$ cat src/rtl/rgb_pwm_pkg.sv
// Shared definitions for the RGB LED PWM controller: register map,
// CTRL bit positions, FSM state encoding and a small helper.
package rgb_pwm_pkg;

   localparam logic [2:0] ADDR_CTRL   = 3'd0;
   localparam logic [2:0] ADDR_PRESC  = 3'd1;
   localparam logic [2:0] ADDR_DUTY0  = 3'd2;
   localparam logic [2:0] ADDR_DUTY1  = 3'd3;
   localparam logic [2:0] ADDR_DUTY2  = 3'd4;
   localparam logic [2:0] ADDR_ON_T   = 3'd5;
   localparam logic [2:0] ADDR_OFF_T  = 3'd6;
   localparam logic [2:0] ADDR_STATUS = 3'd7;

   localparam int CTRL_EN_BIT    = 7;
   localparam int CTRL_BLINK_BIT = 6;

   // Encoding is visible to software through STATUS[1:0].
   typedef enum logic [1:0] {
      ST_DISABLED  = 2'd0,
      ST_SETTLE    = 2'd1,
      ST_BLINK_ON  = 2'd2,
      ST_BLINK_OFF = 2'd3
   } state_t;

   // A programmed frame count of 0 behaves as a single frame.
   function automatic logic [7:0] frames_min1(input logic [7:0] t);
      return (t == 8'd0) ? 8'd1 : t;
   endfunction

endpackage

$ cat src/rtl/rgb_pwm_regs.sv
// Bus-facing register file of the RGB PWM controller plus the active
// (shadow) duty registers that the PWM comparators use.
// Handshake: ledd_cs is a one-cycle strobe; a write lands in its register
// on the clock edge that samples the strobe, a read returns registered data
// on the following cycle.
module rgb_pwm_regs
   import rgb_pwm_pkg::*;
(
   input  logic            clk,
   input  logic            rst_n,
   input  logic            cs,
   input  logic            we,
   input  logic [2:0]      addr,
   input  logic [7:0]      wdata,
   input  state_t          state,
   input  logic            load,
   output logic [7:0]      rdata,
   output logic            ctrl_en,
   output logic            blink_en,
   output logic [7:0]      presc,
   output logic [7:0]      on_t,
   output logic [7:0]      off_t,
   output logic [2:0][7:0] duty_act
);

   logic [2:0][7:0] duty;
   logic [7:0]      rd_val;

   // Software-visible registers; STATUS and unknown addresses ignore writes.
   always_ff @(posedge clk or negedge rst_n) begin
      if (!rst_n) begin
         ctrl_en  <= 1'b0;
         blink_en <= 1'b0;
         presc    <= 8'd0;
         duty     <= '0;
         on_t     <= 8'd0;
         off_t    <= 8'd0;
      end else if (cs && we) begin
         case (addr)
            ADDR_CTRL: begin
               ctrl_en  <= wdata[CTRL_EN_BIT];
               blink_en <= wdata[CTRL_BLINK_BIT];
            end
            ADDR_PRESC: presc   <= wdata;
            ADDR_DUTY0: duty[0] <= wdata;
            ADDR_DUTY1: duty[1] <= wdata;
            ADDR_DUTY2: duty[2] <= wdata;
            ADDR_ON_T:  on_t    <= wdata;
            ADDR_OFF_T: off_t   <= wdata;
            default: ;
         endcase
      end
   end

   // Active duties only change at frame boundaries so a frame is never torn.
   always_ff @(posedge clk or negedge rst_n) begin
      if (!rst_n) begin
         duty_act <= '0;
      end else if (load) begin
         duty_act <= duty;
      end
   end

   // Read mux; unimplemented bits read as zero.
   always_comb begin
      rd_val = 8'd0;
      case (addr)
         ADDR_CTRL:   rd_val = {ctrl_en, blink_en, 6'd0};
         ADDR_PRESC:  rd_val = presc;
         ADDR_DUTY0:  rd_val = duty[0];
         ADDR_DUTY1:  rd_val = duty[1];
         ADDR_DUTY2:  rd_val = duty[2];
         ADDR_ON_T:   rd_val = on_t;
         ADDR_OFF_T:  rd_val = off_t;
         ADDR_STATUS: rd_val = {6'd0, state};
         default:     rd_val = 8'd0;
      endcase
   end

   // Registered read data, updated only by a read strobe.
   always_ff @(posedge clk or negedge rst_n) begin
      if (!rst_n) begin
         rdata <= 8'd0;
      end else if (cs && !we) begin
         rdata <= rd_val;
      end
   end

endmodule

$ cat src/rtl/rgb_pwm_ctrl.sv
// RGB LED PWM controller: enable/settle/blink FSM, PWM prescaler and frame
// counter, and the three registered duty comparators feeding the pad macro.
// rgbled_en to first PWM pulse spans SETTLE_CYC clocks: SETTLE occupies
// SETTLE_CYC-1 of them and the registered comparator adds the last one
// (SETTLE_CYC=1 still passes through one SETTLE clock, giving 2).
module rgb_pwm_ctrl
   import rgb_pwm_pkg::*;
#(
   parameter int SETTLE_CYC = 64,
   parameter int SETTLE_W   = 7
) (
   input  logic       ledd_clk,
   input  logic       ledd_rst_n,
   input  logic       ledd_cs,
   input  logic       ledd_we,
   input  logic [2:0] ledd_addr,
   input  logic [7:0] ledd_wdata,
   output logic [7:0] ledd_rdata,
   output logic [2:0] rgb_pwm,
   output logic       rgbled_en,
   output logic       ledd_on
);

   localparam int SETTLE_LAST_I = (SETTLE_CYC > 1) ? SETTLE_CYC - 2 : 0;
   localparam logic [SETTLE_W-1:0] SETTLE_LAST = SETTLE_LAST_I[SETTLE_W-1:0];

   state_t          state;
   state_t          state_d;
   logic            ctrl_en;
   logic            blink_en;
   logic [7:0]      presc;
   logic [7:0]      on_t;
   logic [7:0]      off_t;
   logic [2:0][7:0] duty_act;
   logic [SETTLE_W-1:0] scnt;
   logic [7:0]      psc;
   logic [7:0]      presc_act;
   logic [7:0]      fcnt;
   logic [7:0]      bcnt;
   logic [7:0]      on_lim;
   logic [7:0]      off_lim;
   logic            run;
   logic            run_next;
   logic            tick;
   logic            frame_end;
   logic            load;
   logic [2:0]      pwm_d;

   rgb_pwm_regs u_regs (
      .clk      (ledd_clk),
      .rst_n    (ledd_rst_n),
      .cs       (ledd_cs),
      .we       (ledd_we),
      .addr     (ledd_addr),
      .wdata    (ledd_wdata),
      .state    (state),
      .load     (load),
      .rdata    (ledd_rdata),
      .ctrl_en  (ctrl_en),
      .blink_en (blink_en),
      .presc    (presc),
      .on_t     (on_t),
      .off_t    (off_t),
      .duty_act (duty_act)
   );

   assign on_lim    = frames_min1(on_t);
   assign off_lim   = frames_min1(off_t);
   assign run       = (state == ST_BLINK_ON) || (state == ST_BLINK_OFF);
   assign run_next  = (state_d == ST_BLINK_ON) || (state_d == ST_BLINK_OFF);
   assign tick      = run && (psc == presc_act);
   assign frame_end = tick && (fcnt == 8'hFF);
   assign load      = frame_end || ((state == ST_SETTLE) && (state_d == ST_BLINK_ON));
   assign ledd_on   = (state == ST_BLINK_ON);

   // Next-state logic; clearing EN overrides every other event.
   always_comb begin
      state_d = state;
      case (state)
         ST_DISABLED:  if (ctrl_en) state_d = ST_SETTLE;
         ST_SETTLE:    if (scnt == SETTLE_LAST) state_d = ST_BLINK_ON;
         ST_BLINK_ON:  if (frame_end && blink_en && (bcnt >= on_lim - 8'd1))
                          state_d = ST_BLINK_OFF;
         ST_BLINK_OFF: if (frame_end && (bcnt >= off_lim - 8'd1))
                          state_d = ST_BLINK_ON;
         default:      state_d = ST_DISABLED;
      endcase
      if (!ctrl_en) state_d = ST_DISABLED;
   end

   // FSM state register.
   always_ff @(posedge ledd_clk or negedge ledd_rst_n) begin
      if (!ledd_rst_n) state <= ST_DISABLED;
      else             state <= state_d;
   end

   // Settle counter runs only while remaining in SETTLE.
   always_ff @(posedge ledd_clk or negedge ledd_rst_n) begin
      if (!ledd_rst_n) begin
         scnt <= '0;
      end else if ((state == ST_SETTLE) && (state_d == ST_SETTLE)) begin
         scnt <= scnt + 1'b1;
      end else begin
         scnt <= '0;
      end
   end

   // Prescaler and frame counter; a new PRESC is picked up at each wrap.
   always_ff @(posedge ledd_clk or negedge ledd_rst_n) begin
      if (!ledd_rst_n) begin
         psc       <= 8'd0;
         presc_act <= 8'd0;
         fcnt      <= 8'd0;
      end else if (run && run_next) begin
         if (tick) begin
            psc       <= 8'd0;
            presc_act <= presc;
            fcnt      <= fcnt + 8'd1;
         end else begin
            psc <= psc + 8'd1;
         end
      end else begin
         psc       <= 8'd0;
         presc_act <= presc;
         fcnt      <= 8'd0;
      end
   end

   // Completed-frame counter for blink timing, cleared on any state change.
   always_ff @(posedge ledd_clk or negedge ledd_rst_n) begin
      if (!ledd_rst_n) begin
         bcnt <= 8'd0;
      end else if (state_d != state) begin
         bcnt <= 8'd0;
      end else if (frame_end && ((state == ST_BLINK_OFF) || blink_en)) begin
         bcnt <= bcnt + 8'd1;
      end
   end

   // Duty comparators, gated so PWM drops together with rgbled_en.
   always_comb begin
      pwm_d = 3'b000;
      for (int i = 0; i < 3; i++) begin
         pwm_d[i] = (state == ST_BLINK_ON) && (state_d != ST_DISABLED) &&
                    (fcnt < duty_act[i]);
      end
   end

   // Registered pad-facing outputs.
   always_ff @(posedge ledd_clk or negedge ledd_rst_n) begin
      if (!ledd_rst_n) begin
         rgb_pwm   <= 3'b000;
         rgbled_en <= 1'b0;
      end else begin
         rgb_pwm   <= pwm_d;
         rgbled_en <= (state_d != ST_DISABLED);
      end
   end

endmodule

$ cat config.mk
export PLATFORM = sky130hd
export DESIGN_NAME = rgb_pwm_ctrl
export DESIGN_NICKNAME = d
export VERILOG_FILES = /design/src/rtl/rgb_pwm_pkg.sv /design/src/rtl/rgb_pwm_regs.sv /design/src/rtl/rgb_pwm_ctrl.sv
export SDC_FILE = /design/constraint.sdc
export NUM_CORES = 1
export LEC_CHECK = 0
export CAP_MARGIN = 5
export CELL_PAD_IN_SITES_DETAIL_PLACEMENT = 1
export CELL_PAD_IN_SITES_GLOBAL_PLACEMENT = 1
export CORE_MARGIN = 1
export CORE_UTILIZATION = 51
export CTS_BUF_LIST = sky130_fd_sc_hd__clkbuf_8
export DETAILED_ROUTE_END_ITERATION = 7
export PLACE_DENSITY = 0.84
export SLEW_MARGIN = 20
export SYNTH_ARGS = -nofsm -noshare
export SYNTH_HDL_FRONTEND = slang
export SYNTH_HIERARCHICAL = 1
export SYNTH_SLANG_ARGS = --single-unit
$ cat constraint.sdc
create_clock -name ledd_clk -period 4.15 [get_ports ledd_clk]
set_clock_uncertainty 0.15 [all_clocks]
set_input_delay 0.83 -clock ledd_clk [delete_from_list [all_inputs] [get_ports ledd_clk]]
set_output_delay 0.83 -clock ledd_clk [all_outputs]
set_load 0.02 [all_outputs]
After elaboration in Yosys (flattened, before gate mapping)
Index checks and enable logic that the tools add are counted.

word-level totals
  output and inout bits = 13
  flip-flop bits (word level) = 127

cells by class
  eq/ne operators = 18
  mux-type cells = 17
  add/subtract/negate cells = 6
  $lt $le $gt $ge = 5
  reductions and logical operators = 33

operators by type and width
  kind                                              count
  two-way mux 8 bit                                 10
  case mux 8 bit (8 select lines)                   1
  adder 8 x 1 -> 8 bit, second input constant       3
  less-than comparator 8 bit                        3
  greater-or-equal comparator 8 bit                 2
  zero test 8 bit                                   2
  subtractor 8 x 1 -> 8 bit, second input constant  2
  logical AND 1 bit                                 15
  AND reduction 2 bit                               7
  == test 3 bit, second input constant              4
  == test 2 bit, second input constant              4
  == test 8 bit                                     1
  == test 8 bit, second input constant              1
  two-way mux 2 bit                                 4
  case mux 2 bit (4 select lines)                   1
  adder 7 x 1 -> 7 bit, second input constant       1
  == test 7 x 6 -> 1 bit, second input constant     1
  two-way mux 7 bit                                 1
  == test 3 x 2 -> 1 bit, second input constant     2
  == test 2 x 1 -> 1 bit, second input constant     2
  logical OR 1 bit                                  4
  nonzero test 2 bit                                2
  == test 3 x 1 -> 1 bit, second input constant     1
  zero test 3 bit                                   1
  4 further kinds                                   4

Depth between registers and ports, before layout
  word-level depth = 13
  gate-level depth with buffers = 14
  mapped depth without buffers = 14

Cells and area by module
The synthesis kept the hierarchy.

modules (own cells, without submodules)
  module        cells an instance  instances  area an instance (µm²)
  rgb_pwm_regs  260                1          3658.5
  rgb_pwm_ctrl  351                1          3316.9

Least setup slack after synthesis
No wires, ideal clock.

  kind = reg2reg
  start = register u_regs.off_t[3]
  end = register bcnt[1]
  stages on the path, launching flop included = 15
  data required time = 3905 ps
  slack = 924 ps
  library setup time = 95 ps
  arrival = 2980 ps
  cell sequence = dfrtp_1 > or4_1 > nor4_1 > nor2_1 > ha_1 > nand2_1 > nor3_1 > xnor2_1 > ha_1 > a41o_1 > a21oi_1 > o31ai_1 > o211ai_1 > nand2_2 > o31ai_1

between the ends
  cells in the longest elaborated chain, start to end = 10
  elaborated cells between the ends (all ways) = 11

ends and longest elaborated chain
  item                                                            line                 text
  start: declaration                                              rgb_pwm_regs.sv:22   output logic [7:0] off_t,
  start signal: assignment                                        rgb_pwm_regs.sv:49   ADDR_OFF_T: off_t <= wdata;
  zero test 8 bit                                                 rgb_pwm_pkg.sv:27    return (t == 8'd0) ? 8'd1 : t;
  two-way mux 8 bit (*)                                           rgb_pwm_pkg.sv:27
  subtractor 8 x 1 -> 8 bit (*)                                   rgb_pwm_ctrl.sv:84   ST_BLINK_OFF: if (frame_end && (bcnt >= off_lim - 8'd1))
  greater-or-equal comparator 8 bit (*)                           rgb_pwm_ctrl.sv:84
  logical AND 1 bit (*)                                           rgb_pwm_ctrl.sv:84
  two-way mux 2 bit (*)                                           rgb_pwm_ctrl.sv:84
  case mux 2 bit (4 select lines) (*)                             rgb_pwm_ctrl.sv:79   case (state)
  two-way mux 2 bit (*)                                           rgb_pwm_ctrl.sv:88   if (!ctrl_en) state_d = ST_DISABLED;
  != test 2 bit (*)                                               rgb_pwm_ctrl.sv:133  end else if (state_d != state) begin
  two-way mux 8 bit / nonzero test 2 bit (equally long branches)  --
  end signal: assignment                                          rgb_pwm_ctrl.sv:136  bcnt <= bcnt + 8'd1;
  end: declaration                                                rgb_pwm_ctrl.sv:39   logic [7:0] bcnt;

Mark *: on every way between the ends. The rest lies on a longest branch, timed or not.
A chain may end at the register's enable or synchronous reset.

Worst setup path after layout
  start = register u_regs.off_t[4]
  end = register bcnt[7]

The elaborated chain is that of the path after synthesis.

==> impl_results.md <==
* F_max at 0.253 GHz
* Share of cells above drive strength 1 at 21.8%
* Top-area cell type share of the netlist area at 45.6%
* Status: finished, final reports clean
* # H-tree levels at 4
* Net Sw Frac at 30.5%
* DRC viols at 0
* Clk sinks at 127
* DRT Pass-1 Iters at 5
* RR Endpoint: bcnt[7]
* Die width at 119 µm
* Vias after detailed routing at 5,102
* Layout Nets at 701
* Seq cells post-synth at 127
* Hold_ws at 301 ps
* Min cycle time layout at 3950 ps
* Final RePlAce weighted congestion at 0.867
* Worst Path Required at 4350 ps
* Warnings, synthesis at 6
* Net Switching at 1.04 mW
* Sum of negative setup slack at 0 ps
* Hold Vio Cnt, Final at 0
* Ordered cell list for the critical path: or4_1 -> nor4_1 -> nor2_1 -> ha_1 -> nand2_1 -> nor3_1 -> xnor2_1 -> ha_1 -> a41o_1 -> a21oi_1 -> o31ai_1 -> o211ai_1 -> nand2_2 -> a211oi_1
* Maximum VDD drop at 0.312 mV
* Gate power share at 18.6%
* Longest Clk Path Bufs at 2
* DP Cell Count at 799
* Synth Flop Type: dfrtp_1
* Layout Area Growth over Synthesis at 11.9%
* Post-detail-place hpwl at 13,600 µm
* Non-Filler Instances at 831
* Gr usage total at 29.2%
* Die ar. at 14,100 µm²
* Synthesized area at 6980 µm²
* Total Routed Length at 19,100 µm
* CTS tree: yes
* I/O pin total at 28
* Vias in the first global route at 5,490
* Critical R2R Launch: u_regs/off_t[4]
* Min-Delay Path Class: in -> async
* Period Utilization, post-route at 95.2%
* EDFF count, synth at 0
* Setup crit end kind: register
* Port Buffers at 27
* Worst-case reg-to-reg path depth at 14
* Dominant cells by area after synthesis: dfrtp_1, mux2_2, ha_1
* Setup Crit Path Kind: reg -> reg
* Largest net degree at the start of global routing at 128
* Hold buffer count at CTS at 0
* Crit path from: u_regs/off_t[4]
* Clk pwr share at 34.8%
* Core outline area at 13,300 µm²
* Slew headroom at 34.6%
* Internal power at 2.36 mW
* Crit path to: bcnt[7]
* Max_cap viols at 0
* Sequential cell fraction of total power at 46.6%
* Slew Viols, Final at 0
* Starting Density at 52.5%
* Max Fanout on Critical Path at 7
* Clk slew on worst S/H paths at 70 ps
* FP Rows at 42
* Critical path's slowest cell: or4_1
* Syn Area/Cell at 11.4 µm²
* Cell count after synthesis at 611
* Crit path top cell by count: ha_1
* GRT overflow at 0
* Design Power at 3.40 mW
* RSZ-0062 raised after global routing: false
* FF-to-FF setup slack at 200 ps
* Resized cells post-CTS at 0
* Number of diodes at 0
* Wirelength per Cell at 23.0 µm
* # setup viols final at 0
* Sequential-to-total area share from yosys stat at 45.6%
* Initial DRC count at 258
* Via density at 6.14
* TritonCTS buffer count at 17
* Post-route ant nets at 0
* Synthesized net count at 670
* Initial antenna violation count at 0
* Fill count at 1,382
* Worst-Margin Slew at 978 ps
* Area leader, netlist: dfrtp_1
* Global-route wire length before repair at 30,600 µm
* Yosys cell types at 64
* Slowest stage delay, CP at 570 ps
* Skew-Pair Late Insertion Delay at 460 ps
* WP data arrival at 4150 ps
* Leakage at 3.41 nW
* Post-synth ARST share at 100%
* Die Y at 119 µm
* PwrDens at 436 nW/µm²
* Crit start category: register
* Root Buffer: clkbuf_8
* Setup repair bufs after CTS at 0
synthesized netlist by cell type, drive strengths merged, types with 2 or more instances:
library cell and instances:
nor3 9, o21ai 14, ha 44, a2111oi 2, a22o 5, or2 5, nor2b 5, and4 2
a32oi 3, nand2 27, a21oi 15, nand3 17, or3 3, a211oi 7, a31oi 5, o41ai 2
nor4 2, a221oi 3, o22ai 4, o31ai 6, or4 2, a41o 2, mux2i 4, xor2 20
xnor2 18, o211ai 3, and3 7, nand2b 9, nor2 48, dfrtp 127, o21a 2, inv 35
a22oi 6, clkbuf 4, o21bai 4, nand4 13, buf 15, nand3b 5, a21o 8, mux2 86
a211o 4
logic make-up after synthesis:
logic type / after synthesis / share of synthesized area [%]
XOR/XNOR: 38 / 4.77
AND/OR/NAND/NOR: 158 / 12.5
adder cells (fa/ha/maj): 44 / 7.89
multiplexers: 91 / 15.3
buffers and inverters: 54 / 3.91
AO/OA/AOI/OAI: 99 / 10.0
flip-flops: 127 / 45.6
critical path: cells and delay by family, from the launching register on:
kind,cells,cell delay (ps)
compound gates,5,1180
xor+xnor,1,190
fa+ha+maj,2,540
flops,1,460
simple gates,6,1340
power groups by stage:
stage,registers [mW],clock network (mW),logic (mW)
final,1.59,1.18,0.632
after global placement,1.59,0,0.582
after detailed placement,1.60,0,0.624
after CTS,1.58,1.20,0.634
after floorplan,1.53,0,0.423
after global routing,1.60,1.25,0.689
cell usage in the layout (no fill, tap or decap), drive strengths merged, types with 9 or more instances in the layout:
master         Yosys  routed
nor3               9       9
a21oi             15      15
ha                44      44
inv               35      39
nand2             27      27
nand3             17      17
o21ai             14      14
nor2              48      48
clkdlybuf4s50      0      26
mux2              86      86
xor2              20      20
xnor2             18      18
clkbuf             4      21
nand2b             9       9
nand4             13      13
dfrtp            127     127
per-stage QoR:
step	area (µm²)	utilization [%]	setup slack, ps
2_1_floorplan	6980	-	924
3_3_place_gp	7370	55.4	710
3_5_place_dp	7370	55.4	249
4_1_cts	7810	58.7	241
5_1_grt	7810	58.7	34.5
6_report	7810	58.7	198
cell type report:
type	instances	area [µm²]	area share [%]
inverter	35	134	1.71
tap	176	220	2.82
sequential	127	3180	40.7
clock inverter	11	151	1.94
timing repair buffer	31	310	3.97
multi-input combinational	430	3520	45.1
clock buffer	21	289	3.70
worst min path at each step:
stage                    start         endpoint  slack (ps)  cells after the start
5_1_grt             ledd_rst_n          bcnt[1]         350                      2
3_5_place_dp   u_regs/rdata[1]  u_regs/rdata[1]         330                      2
3_3_place_gp           scnt[0]          scnt[0]         320                      1
4_1_cts             ledd_rst_n  u_regs/duty[15]         350                      2
6_report            ledd_rst_n        rgbled_en         300                      2
2_1_floorplan          scnt[0]          scnt[0]         300                      1
state kept, by name, indices dropped and copies added (netlist names):
| name | cells |
|---|---|
| u_regs/presc | 8 |
| u_regs/duty_act | 24 |
| scnt | 7 |
| u_regs/off_t | 8 |
| u_regs/duty | 24 |
| rgb_pwm | 3 |
| u_regs/on_t | 8 |
| bcnt | 8 |
| psc | 8 |
| u_regs/rdata | 8 |
| fcnt | 8 |
| presc_act | 8 |
| state | 2 |
| rgbled_en | 1 |
| u_regs/blink_en | 1 |
| u_regs/ctrl_en | 1 |
layer usage:
metal	track usage, %	vias to the layer above	part of all wire, %
li1	-	2268	-
met1	36.3	2633	41
met2	48.8	152	50
met3	6.61	49	5.2
met4	12.3	0	3.4
met5	0	-	0
Note: power is estimated with default switching activity, not from simulation.
